===== src/rtl/fifo_pkg.sv =====
// Shared constants for the single-clock FIFO.
//   DATA_WIDTH_DEF : default width of one stored word
//   DEPTH_DEF      : default number of entries (power of two, >= 2)
//   ADDR_W         : storage index width derived from DEPTH_DEF
package fifo_pkg;

    localparam int unsigned DATA_WIDTH_DEF = 8;
    localparam int unsigned DEPTH_DEF      = 16;
    localparam int unsigned ADDR_W         = $clog2(DEPTH_DEF);

endpackage : fifo_pkg


===== src/rtl/fifo_mem.sv =====
// Simple dual-port register array: one write port, one synchronous read port.
// The storage array itself is not reset; only the read-data register is.
//   clk   : clock
//   rst   : asynchronous active-low reset (clears the read register only)
//   we    : write enable, waddr/wdata captured on the rising edge
//   waddr : write address
//   wdata : write data
//   re    : read enable, rdata <= mem[raddr] on the rising edge
//   raddr : read address
//   rdata : registered read data, holds when re is low
module fifo_mem
    import fifo_pkg::*;
#(
    parameter int unsigned DATA_WIDTH = DATA_WIDTH_DEF,
    parameter int unsigned DEPTH      = DEPTH_DEF
) (
    input  logic                         clk,
    input  logic                         rst,
    input  logic                         we,
    input  logic [$clog2(DEPTH)-1:0]     waddr,
    input  logic [DATA_WIDTH-1:0]        wdata,
    input  logic                         re,
    input  logic [$clog2(DEPTH)-1:0]     raddr,
    output logic [DATA_WIDTH-1:0]        rdata
);

    logic [DATA_WIDTH-1:0] mem [DEPTH];

    // Storage write port; contents are intentionally left unreset.
    always_ff @(posedge clk) begin
        if (we) begin
            mem[waddr] <= wdata;
        end
    end

    // Registered read port, holds its last value when no read is issued.
    always_ff @(posedge clk or negedge rst) begin
        if (!rst) begin
            rdata <= '0;
        end else if (re) begin
            rdata <= mem[raddr];
        end
    end

endmodule : fifo_mem


===== src/rtl/fifo.sv =====
// Synchronous single-clock FIFO with registered read data and full/empty flags.
// Writes when full and reads when empty are silently dropped.
//   clk   : sole clock, all state changes on the rising edge
//   rst   : asynchronous active-low reset
//   w_en  : write request, wdata captured when accepted (w_en && !full)
//   wdata : write data
//   r_en  : read request, accepted when r_en && !empty
//   rdata : registered read data, valid the cycle after an accepted read
//   full  : DEPTH words stored (decoded from pointer registers only)
//   empty : zero words stored (decoded from pointer registers only)
module fifo
    import fifo_pkg::*;
#(
    parameter int unsigned DATA_WIDTH = DATA_WIDTH_DEF,
    parameter int unsigned DEPTH      = DEPTH_DEF
) (
    input  logic                  clk,
    input  logic                  rst,
    input  logic                  w_en,
    input  logic [DATA_WIDTH-1:0] wdata,
    input  logic                  r_en,
    output logic [DATA_WIDTH-1:0] rdata,
    output logic                  full,
    output logic                  empty
);

    localparam int unsigned IDX_W = $clog2(DEPTH);
    localparam int unsigned PTR_W = IDX_W + 1;

    logic [PTR_W-1:0] wptr;
    logic [PTR_W-1:0] rptr;
    logic             wr_acc_c;
    logic             rd_acc_c;

    // Flags: the extra MSB distinguishes a full buffer from an empty one
    // when the index bits coincide.
    always_comb begin
        empty = (wptr == rptr);
        full  = (wptr[IDX_W-1:0] == rptr[IDX_W-1:0]) && (wptr[IDX_W] != rptr[IDX_W]);
    end

    // Each side is qualified independently against this cycle's flags.
    always_comb begin
        wr_acc_c = w_en && !full;
        rd_acc_c = r_en && !empty;
    end

    // Write pointer, wraps modulo 2*DEPTH.
    always_ff @(posedge clk or negedge rst) begin
        if (!rst) begin
            wptr <= '0;
        end else if (wr_acc_c) begin
            wptr <= wptr + PTR_W'(1);
        end
    end

    // Read pointer, wraps modulo 2*DEPTH.
    always_ff @(posedge clk or negedge rst) begin
        if (!rst) begin
            rptr <= '0;
        end else if (rd_acc_c) begin
            rptr <= rptr + PTR_W'(1);
        end
    end

    fifo_mem #(
        .DATA_WIDTH (DATA_WIDTH),
        .DEPTH      (DEPTH)
    ) u_mem (
        .clk   (clk),
        .rst   (rst),
        .we    (wr_acc_c),
        .waddr (wptr[IDX_W-1:0]),
        .wdata (wdata),
        .re    (rd_acc_c),
        .raddr (rptr[IDX_W-1:0]),
        .rdata (rdata)
    );

endmodule : fifo


===== config.mk =====
export PLATFORM = sky130hd
export DESIGN_NAME = fifo
export DESIGN_NICKNAME = d
export VERILOG_FILES = /design/src/rtl/fifo_pkg.sv /design/src/rtl/fifo_mem.sv /design/src/rtl/fifo.sv
export SDC_FILE = /design/constraint.sdc
export NUM_CORES = 1
export LEC_CHECK = 0
export ABC_AREA = 1
export CAP_MARGIN = 20
export CORE_ASPECT_RATIO = 0.5
export CORE_MARGIN = 4
export CORE_UTILIZATION = 65
export CTS_CLUSTER_SIZE = 28
export DETAILED_ROUTE_END_ITERATION = 6
export MAX_ROUTING_LAYER = met4
export PLACE_DENSITY = 0.87
export SLEW_MARGIN = 20
export SYNTH_ARGS = -nofsm -noshare
export SYNTH_HDL_FRONTEND = slang
export SYNTH_SLANG_ARGS = --single-unit

===== constraint.sdc =====
create_clock -name clk -period 4.8 [get_ports clk]
set_clock_uncertainty 0.2 [all_clocks]
set_input_delay 0.96 -clock clk [delete_from_list [all_inputs] [get_ports clk]]
set_output_delay 0.96 -clock clk [all_outputs]
set_load 0.05 [all_outputs]

==> results of run 1 <==
## placed cells by master, fill, tap and decap left out
| master | Yosys | routed |
|---|---|---|
| dfrtp_2 | 0 | 1 |
| a21oi_1 | 1 | 1 |
| clkinvlp_4 | 0 | 5 |
| clkinv_1 | 2 | 4 |
| clkinv_2 | 0 | 2 |
| clkbuf_16 | 0 | 17 |
| xor2_1 | 5 | 5 |
| ha_1 | 5 | 5 |
| o21ai_1 | 2 | 2 |
| dfrtp_1 | 18 | 17 |
| bufinv_16 | 0 | 2 |
| nand2_1 | 253 | 253 |
| inv_1 | 132 | 132 |
| nand3_1 | 85 | 85 |
| xnor2_1 | 4 | 4 |
| clkbuf_1 | 6 | 1 |
| inv_2 | 4 | 4 |
| nor3_2 | 0 | 7 |
| nor2_1 | 2 | 2 |
| nor2_2 | 1 | 1 |
| clkbuf_2 | 0 | 1 |
| buf_4 | 2 | 5 |
| clkinv_4 | 0 | 3 |
| nor3_1 | 15 | 8 |
| nand2_2 | 2 | 2 |
| clkdlybuf4s50_1 | 0 | 21 |
| edfxtp_1 | 128 | 128 |
## area by class of cell
type / instances / area [sq um]
clock buffers: 18 / 429
well taps: 135 / 169
inverters: 138 / 518
multi-input cells: 375 / 1670
repair buffers: 27 / 253
flip-flops and latches: 146 / 4300
clock inverters: 14 / 141
fillers: 542 / 2190
## power by group
group	total (mW)	switching (mW)	internal (mW)
clock network	1.28	0.516	0.760
logic	1.58	1.14	0.445
registers	1.68	0.127	1.55
## per-layer routing
metal | vias to the layer above | part of all wire | GRT usage
met3 | 74 | 0.11 | 0.0952
met5 | - | 0 | -
li1 | 2191 | - | -
met2 | 328 | 0.47 | 0.457
met4 | 0 | 0.039 | 0.160
met1 | 2309 | 0.38 | 0.375
## registers in the layout, indices dropped and copies added (netlist names)
signal and cells:
u_mem.rdata 8, rptr 5, wptr 5, u_mem.mem 128
## logic make-up (layout without fill, tap and decap cells)
logic type | Yosys count | count (layout) | share of synthesized area
simple gates | 358 | 358 | 0.224
compound gates | 3 | 3 | 0.00228
fa+ha+maj | 5 | 5 | 0.00951
xor+xnor | 9 | 9 | 0.0120
buf+inv | 165 | 197 | 0.0993
flops | 146 | 146 | 0.653
## worst min-delay path, stage by stage, from the launching register on
cell	delay (ps)
dfrtp_1	340
nand2_1	50
nand2_1	60
## final timing paths
path                                        end  cells past startpoint  slack (ps)           start
worst max-delay path                      empty                      7        1210         rptr[1]
min in group asynchronous               wptr[4]                      1         840             rst
worst min-delay path             u_mem.rdata[0]                      2         280  u_mem.rdata[0]
worst max register to register  u_mem.mem[5][1]                      7        1860         rptr[1]
max in group asynchronous               rptr[0]                      1        2970             rst
worst min register to register   u_mem.rdata[0]                      2         280  u_mem.rdata[0]
## stage by stage
step | hold WS [ps] | utilization | area, sq um
2_1_floorplan | 308 | - | 6580
3_3_place_gp | 263 | 0.710 | 6860
3_5_place_dp | 264 | 0.710 | 6860
4_1_cts | 280 | 0.769 | 7430
5_1_grt | 314 | 0.773 | 7470
6_report | 281 | 0.773 | 7470
## Yosys cell counts
cell        n
buf_2      15
dfrtp_1    18
buf_4       2
nand3_1    85
buf_6       1
nor3_1     15
clkbuf_1    6
a21oi_1     1
edfxtp_1  128
o21ai_1     2
nand2_1   253
inv_1     132
nand2_2     2
xor2_1      5
nor2_1      2
xnor2_1     4
clkinv_1    2
buf_1       3
inv_2       4
ha_1        5
nor2_2      1
==> metrics.txt, run 1 <==
WP buf/inv=4; post-synthesis sequential area ratio=0.653; largest net degree at the start of global routing=66; Crit-path slowest cell=clkdlybuf4s50_1; TritonCTS buffer count=17; FP Rows=25; arrival time worst endpoint=2430 ps; status=finished, final reports clean; final count of negative-setup-slack endpoints=0; Synth Register Bits=146; post-synth top area cell=edfxtp_1; CP Launch Type=flip-flop; global-route wire length before repair=25.5 mm; Worst Path Max Fanout=36; crit path cell chain=buf_4, inv_2, nand2_1, a21oi_1, nand3_1, inv_1, clkdlybuf4s50_1; Hold Buf Count CTS=0; IO Port Bufs=21; initial core utilization=0.681; Leak=3.37 nW; fmax=279 MHz; GRT Util Overall=0.304; P per Cell Area=607 mW/mm^2; Largest stage delay, worst path=810 ps; initial antenna violation count=0; layout net count=722; routed vias=4,902; placed insts=820; Routed WL=16.2 mm; Clock Root Buffer=clkbuf_16; Mapped Nets=703; final worst slack=1210 ps; Final Max Tran Viols=0; Mapped Area=0.00658 sq mm; Antenna Cells=0; Worst Hold Class=flip-flop to flip-flop; Finished Layout Cells=853; ANT nets after route=0; Die Y-Extent=79.1 microns; maximum vdd ir drop=0.323 mV; Synth area leaders=edfxtp_1 (58%), nand2_1 (14%), inv_1 (7.5%); GP Congestion=0.930; Worst-Skew Late Latency=430 ps; Top-Level Pins=22; vias in the first global route=4,784; share of layout cells above drive strength 1=0.0696; GR Overflow Total=0; htree depth=4; Rel. slew slack=0.288; crit path time final=3590 ps; Place WS=1490 ps; HPWL Detailed=9.43 mm; Gate Count Post-Synth=686; Worst Tran Pin Value=1060 ps; Final Hold Viols=0; critical path required time=3640 ps; unrepaired setup endpoints after global routing=false; Pwr Total=4.54 mW; die width=150 microns; vias per cell=5.75; Crit path max-delay family=buffers and inverters; initial DRC count=651; Resize count post-CTS=0; die area=0.0119 sq mm; Critical Path End Type=output port; final setup TNS=0 ps; TritonRoute pass-1 iters=5; fin crit share=0.748; Synth top area share=0.584; CTS sink count=146; WL/cell=19.0 microns; layout overhead on the synthesized area=13.6%; post-CTS setup buffer count=0; CP Class=flip-flop to output port; CTS tree=done; maximum clock path buffer count=2; YS warnings=0; residual DRC count=0; distinct cell type count after synthesis=21; Syn Area/Cell=9.59 sq um; Reg clk slew, reported paths=60 ps; Max-Cap Viols=0; core area=0.00967 sq mm
Note: power is estimated with default switching activity, not from simulation.
==> run 2: changes to the inputs <==
Settings changed: CORE_UTILIZATION 65 to 55, PLACE_DENSITY 0.87 to 0.79.
Clock period 4.8 ns to 3 ns, I/O delays scaled along.
==> metrics.txt, run 2 (synthesized netlist as in run 1, its figures left out) <==
Routed WL=15.7 mm (-3.1%); TritonCTS buffer count=17 (unchanged); Final Hold Viols=0 (unchanged); unrepaired setup endpoints after global routing=false; initial antenna violation count=0 (unchanged); Final Max Tran Viols=0 (unchanged); GRT Util Overall=0.245 (-0.0588); HPWL Detailed=9.60 mm (+1.8%); ANT nets after route=0 (unchanged); die width=163 microns (+8.2%); max reg flops=128 (unchanged); Crit-path slowest cell=dfrtp_1; final count of negative-setup-slack endpoints=0 (unchanged); P per Cell Area=963 mW/mm^2 (+59%); Placed Instance Area=0.00712 sq mm (+3.7%); CP Class=flip-flop to output port; IO Port Bufs=21 (unchanged); layout overhead on the synthesized area=17.4%; Max-Cap Viols=0 (unchanged); Worst Path Max Fanout=17 (-53%); htree depth=4 (unchanged); core area=0.0113 sq mm (+17%); status=finished, final reports clean; Register Area=0.00430 sq mm (unchanged); vias in the first global route=4,603 (-3.8%); CTS tree=done; Worst-Skew Late Latency=420 ps (about the same); fin crit share=0.832; Rel. slew slack=0.546 (+0.258); CP Launch Type=flip-flop; post-CTS setup buffer count=0 (unchanged); GR Overflow Total=0 (unchanged); initial core utilization=0.581 (-0.0994); routed vias=4,834 (-1.4%); Critical Path End Type=output port; Internal Pwr Total=4.66 mW (+69%); most frequent cells in the layout=nand2_1 (253), inv_1 (132), edfxtp_1 (128), nand3_1 (85), buf_4 (32); CTS sink count=146 (unchanged); Resize count post-CTS=0 (unchanged); maximum vdd ir drop=0.662 mV (+100%); Worst Tran Pin Value=681 ps (-378 ps); TritonRoute pass-1 iters=6 (+1); die area=0.0139 sq mm (+17%); fmax=401 MHz; Flop pwr share=0.354 (-0.017); FP Rows=27 (+8.0%); global-route wire length before repair=24.6 mm (-3.5%); Top-Level Pins=22 (unchanged); clock power share=0.296 (+0.015); Crit path max-delay family=buffers and inverters; vias per cell=5.37 (-6.6%); Clock Root Buffer=clkbuf_16; multi-input logic area=0.00163 sq mm (-2.1%); Worst Hold Class=flip-flop to flip-flop; Hold Buf Count CTS=0 (unchanged); Switching Fraction=0.374 (-0.0183); final setup TNS=0 ps (unchanged); Combinational Power Share=0.350 (+0.002); crit path time final=2500 ps; crit path cell chain=buf_4, nand2_1, a21oi_1, nand3_1, inv_1, buf_12; Fillers=812 (+50%); largest net degree at the start of global routing=66 (unchanged); share of layout cells above drive strength 1=0.0970 (+0.0274); largest reg by FF count=u_mem.mem; layout net count=748 (+3.6%); Leak=3.54 nW (+5.1%); Largest stage delay, worst path=380 ps (-430 ps); Reg clk slew, reported paths=60 ps (about the same); Antenna Cells=0 (unchanged); WP buf/inv=3 (-1); critical path required time=2200 ps (-1440 ps); Die Y-Extent=85.3 microns (+7.8%); residual DRC count=0 (unchanged); biggest regs=u_mem.mem: 128 flops, u_mem.rdata: 8 flops; P_sw=2.78 mW (+56%); most common cell after layout, fill and taps aside=nand2_1; maximum clock path buffer count=2 (unchanged); arrival time worst endpoint=1700 ps (-730 ps); GP Congestion=0.997 (+7.3%); initial DRC count=586 (-10%); fin area=0.00773 sq mm (+3.4%); WL/cell=17.4 microns (-8.3%)
==> run 2: cell count changes in the layout (fill, tap and decap cells not counted), moves of 3 or more <==
cell / delta
buf_4: +27
clkinvlp_4: -3
nor3_2: -7
nor3_1: +7
==> run 2: path summary, 6_finish.rpt <==
| path | from | to | slack, ps | cells past startpoint |
|---|---|---|---|---|
| setup / recovery | rptr[1] | full | 500 | 6 |
| hold / removal | u_mem.rdata[1] | u_mem.rdata[1] | 280 | 2 |
| max in group asynchronous | rst | rptr[4] | 1740 | 2 |
| hold reg to reg | u_mem.rdata[1] | u_mem.rdata[1] | 280 | 2 |
| setup reg to reg | wptr[0] | u_mem.mem[15][3] | 680 | 7 |
| min in group asynchronous | rst | u_mem.rdata[3] | 300 | 1 |
==> run 2: area by class of cell <==
class	instances	area share
inverter	138	0.0670
tap	159	0.0257
clock buffer	17	0.0551
sequential	146	0.556
timing repair buffer	53	0.0609
clock inverter	13	0.0240
multi-input combinational	375	0.211
==> run 2: per-stage QoR <==
| stage | utilization | worst slack (ps) | power, mW | std cells | hold WS (ps) |
|---|---|---|---|---|---|
| after global routing | 0.683 | 368 | 7.84 | 901 | 323 |
| after global placement | 0.629 | 609 | 5.15 | 871 | 262 |
| after CTS | 0.683 | 478 | 7.40 | 901 | 281 |
| after detailed placement | 0.629 | 539 | 5.18 | 871 | 265 |
| after floorplan | - | 774 | 4.41 | 686 | 104 |
| final | 0.683 | 503 | 7.44 | 901 | 277 |
==> run 2: power by group through the flow <==
stage	Sequential [mW]	Clock, mW	Combinational (mW)
4_1_cts	2.63	2.20	2.56
3_3_place_gp	2.66	0	2.49
5_1_grt	2.67	2.30	2.87
2_1_floorplan	2.81	0	1.59
6_report	2.64	2.20	2.60
3_5_place_dp	2.67	0	2.52
==> run 2: worst register-to-register path, stage by stage, from the launching register on <==
cell and delay, ps:
dfrtp_1 450, inv_1 170, nand2_1 70, nand2_1 60, a21oi_1 50, nand3_1 120
nand2_2 240, nor2_1 600
==> run 2: per-layer routing <==
| metal | global-route usage | vias up | routed length [microns] |
|---|---|---|---|
| li1 | - | 2235 | - |
| met1 | 0.328 | 2255 | 6280 |
| met2 | 0.372 | 310 | 7260 |
| met3 | 0.0655 | 34 | 1860 |
| met4 | 0.0769 | 0 | 295 |
| met5 | - | - | 0 |
==> run 3: changes to the inputs <==
Settings changed: CORE_UTILIZATION 55 to 61, PLACE_DENSITY 0.79 to 0.82.
Clock period 3 ns to 2.42 ns, I/O delays scaled along.
==> metrics.txt, run 3 (synthesized netlist as in run 1, its figures left out) <==
status=finished, final reports clean; die width=155 microns (-4.8%); routed vias=4,777 (-1.2%); met2 wire length=7.16 mm (-1.4%); vias per cell=5.40 (+0.61%); Final Max Tran Viols=0 (unchanged); Final Hold Viols=0 (unchanged); fin crit share=0.952; GP Congestion=0.970 (-2.7%); Die Y-Extent=81.4 microns (-4.6%); largest reg by FF count=u_mem.mem; final count of negative-setup-slack endpoints=0 (unchanged); maximum vdd ir drop=0.882 mV (+33%); final core occ=0.741 (+0.0587); htree depth=4 (unchanged); global-route wire length before repair=23.4 mm (-5.0%); Reg clk slew, reported paths=60 ps (about the same); Antenna Cells=0 (unchanged); maximum clock path buffer count=2 (unchanged); vias in the first global route=4,541 (-1.3%); Critical Path End Type=output port; largest net degree at the start of global routing=66 (unchanged); WP buf/inv=3 (unchanged); Max-Cap Viols=0 (unchanged); Internal Pwr Total=5.67 mW (+22%); P_sw=3.50 mW (+26%); CTS sink count=146 (unchanged); Clock Root Buffer=clkbuf_16; final setup TNS=0 ps (unchanged); routed length on met3=1.54 mm (-17%); critical path required time=1740 ps (-460 ps); clock power share=0.289 (-0.007); TritonCTS buffer count=17 (unchanged); fmax=434 MHz; Worst Hold Class=primary input to async pin; HPWL Detailed=9.48 mm (-1.2%); Rel. slew slack=0.497 (-0.0491); Reg2Reg Depth=8 (+1); RR Startpoint=wptr[0]; layout net count=749 (+0.13%); CTS tree=done; ANT nets after route=0 (unchanged); Placed Instance Area=0.00710 sq mm (-0.23%); Flop pwr share=0.356 (+0.002); post-CTS setup buffer count=0 (unchanged); Routed met1 length=5.96 mm (-5.1%); initial antenna violation count=0 (unchanged); Fillers=667 (-18%); launch point of the worst path=wptr[1]; Worst Path Max Fanout=6 (-11); Worst path most repeated cell=inv_1; die area=0.0126 sq mm (-9.2%); Worst path depth=6 (unchanged); IO Port Bufs=21 (unchanged); Top-Level Pins=22 (unchanged); WL/cell=17.1 microns (-2.1%); crit path time final=2300 ps; Setup crit end=empty; Largest stage delay, worst path=440 ps (+60 ps); Switching Fraction=0.382 (+0.00812); biggest regs=u_mem.mem: 128 flops, u_mem.rdata: 8 flops; CP Launch Type=flip-flop; initial DRC count=500 (-15%); Crit-path slowest cell=dfrtp_1; Register Area=0.00430 sq mm (about the same); DR top layer=met4; TritonRoute pass-1 iters=6 (unchanged); core area=0.0104 sq mm (-8.3%); Crit path max-delay family=flip-flops; Combinational Power Share=0.355 (+0.005); Routed WL=15.1 mm (-3.8%); Worst Tran Pin Value=752 ps (+71.3 ps); initial core utilization=0.634 (+0.0526); residual DRC count=0 (unchanged); CP Class=flip-flop to output port; Leak=3.53 nW (-0.40%); FP Rows=26 (-3.7%); fin area=0.00769 sq mm (-0.42%); GRT Util Overall=0.261 (+0.0154); layout overhead on the synthesized area=16.9%; arrival time worst endpoint=1620 ps (-80 ps); share of layout cells above drive strength 1=0.0993 (+0.00229); reg-to-reg endpoint=u_mem.mem[11][1]; R2R Setup Slk=200 ps (-480 ps); crit path cell chain=inv_1, nand2_1, a21oi_1, nand3_1, inv_1, buf_12; max reg flops=128 (unchanged); GR Overflow Total=0 (unchanged); P per Cell Area=1190 mW/mm^2 (+24%); multi-input logic area=0.00163 sq mm (unchanged); Worst-Skew Late Latency=420 ps (about the same); most common cell after layout, fill and taps aside=nand2_1; unrepaired setup endpoints after global routing=false; most frequent cells in the layout=nand2_1 (253), inv_1 (132), edfxtp_1 (128), nand3_1 (85), buf_4 (33)
-- run 3: changes by cell type in the layout (fill, tap and decap cells not counted) --
cell | previous run | this run
buf_4 | 32 | 33
bufinv_16 | 4 | 3
clkbuf_1 | 0 | 1
clkinv_1 | 2 | 3
clkinv_4 | 2 | 1
clkinvlp_4 | 2 | 5
dfrtp_1 | 17 | 16
dfrtp_2 | 1 | 2
inv_6 | 2 | 1
-- run 3: power groups by stage --
stage | sequential (mW) | combinational [mW] | clock (mW)
finish | 3.27 | 3.25 | 2.65
floorplan | 3.49 | 1.97 | 0
global route | 3.30 | 3.54 | 2.76
global placement | 3.30 | 3.08 | 0
CTS | 3.26 | 3.18 | 2.65
detailed placement | 3.31 | 3.15 | 0
-- run 3: per-stage QoR --
step	hold WS, ps	setup WS [ps]	power (mW)	std cells
floorplan	-11.6	194	5.46	686
global placement	267	205	6.38	853
detailed placement	273	154	6.46	853
CTS	202	33.9	9.10	885
global route	242	6.89	9.60	885
finish	212	117	9.17	885
-- run 3: worst min path at each step --
stage,end,slack [ps],depth (start not counted)
finish,rptr[3],210,2
global route,rptr[3],240,2
CTS,wptr[2],200,2
detailed placement,u_mem.rdata[0],270,2
global placement,u_mem.rdata[4],270,2
floorplan,rptr[0],-10,0
-- run 3: per-layer routing --
metal,vias to the layer above,GRT usage
li1,2244,-
met1,2231,0.328
met2,261,0.426
met3,41,0.0537
met4,0,0.106
met5,-,-
-- run 3: timing repair --
action	CTS	global route
setup endpoints to repair	0	2
hold endpoints to repair	0	0
gates resized for setup	0	1
hold buffers	0	0
-- run 3: area by class of cell --
class                   count  share of cell area
flip-flops and latches    146               0.558
multi-input cells         375               0.212
inverters                 138              0.0673
repair buffers             54              0.0621
clock buffers              18              0.0558
well taps                 140              0.0228
clock inverters            14              0.0213
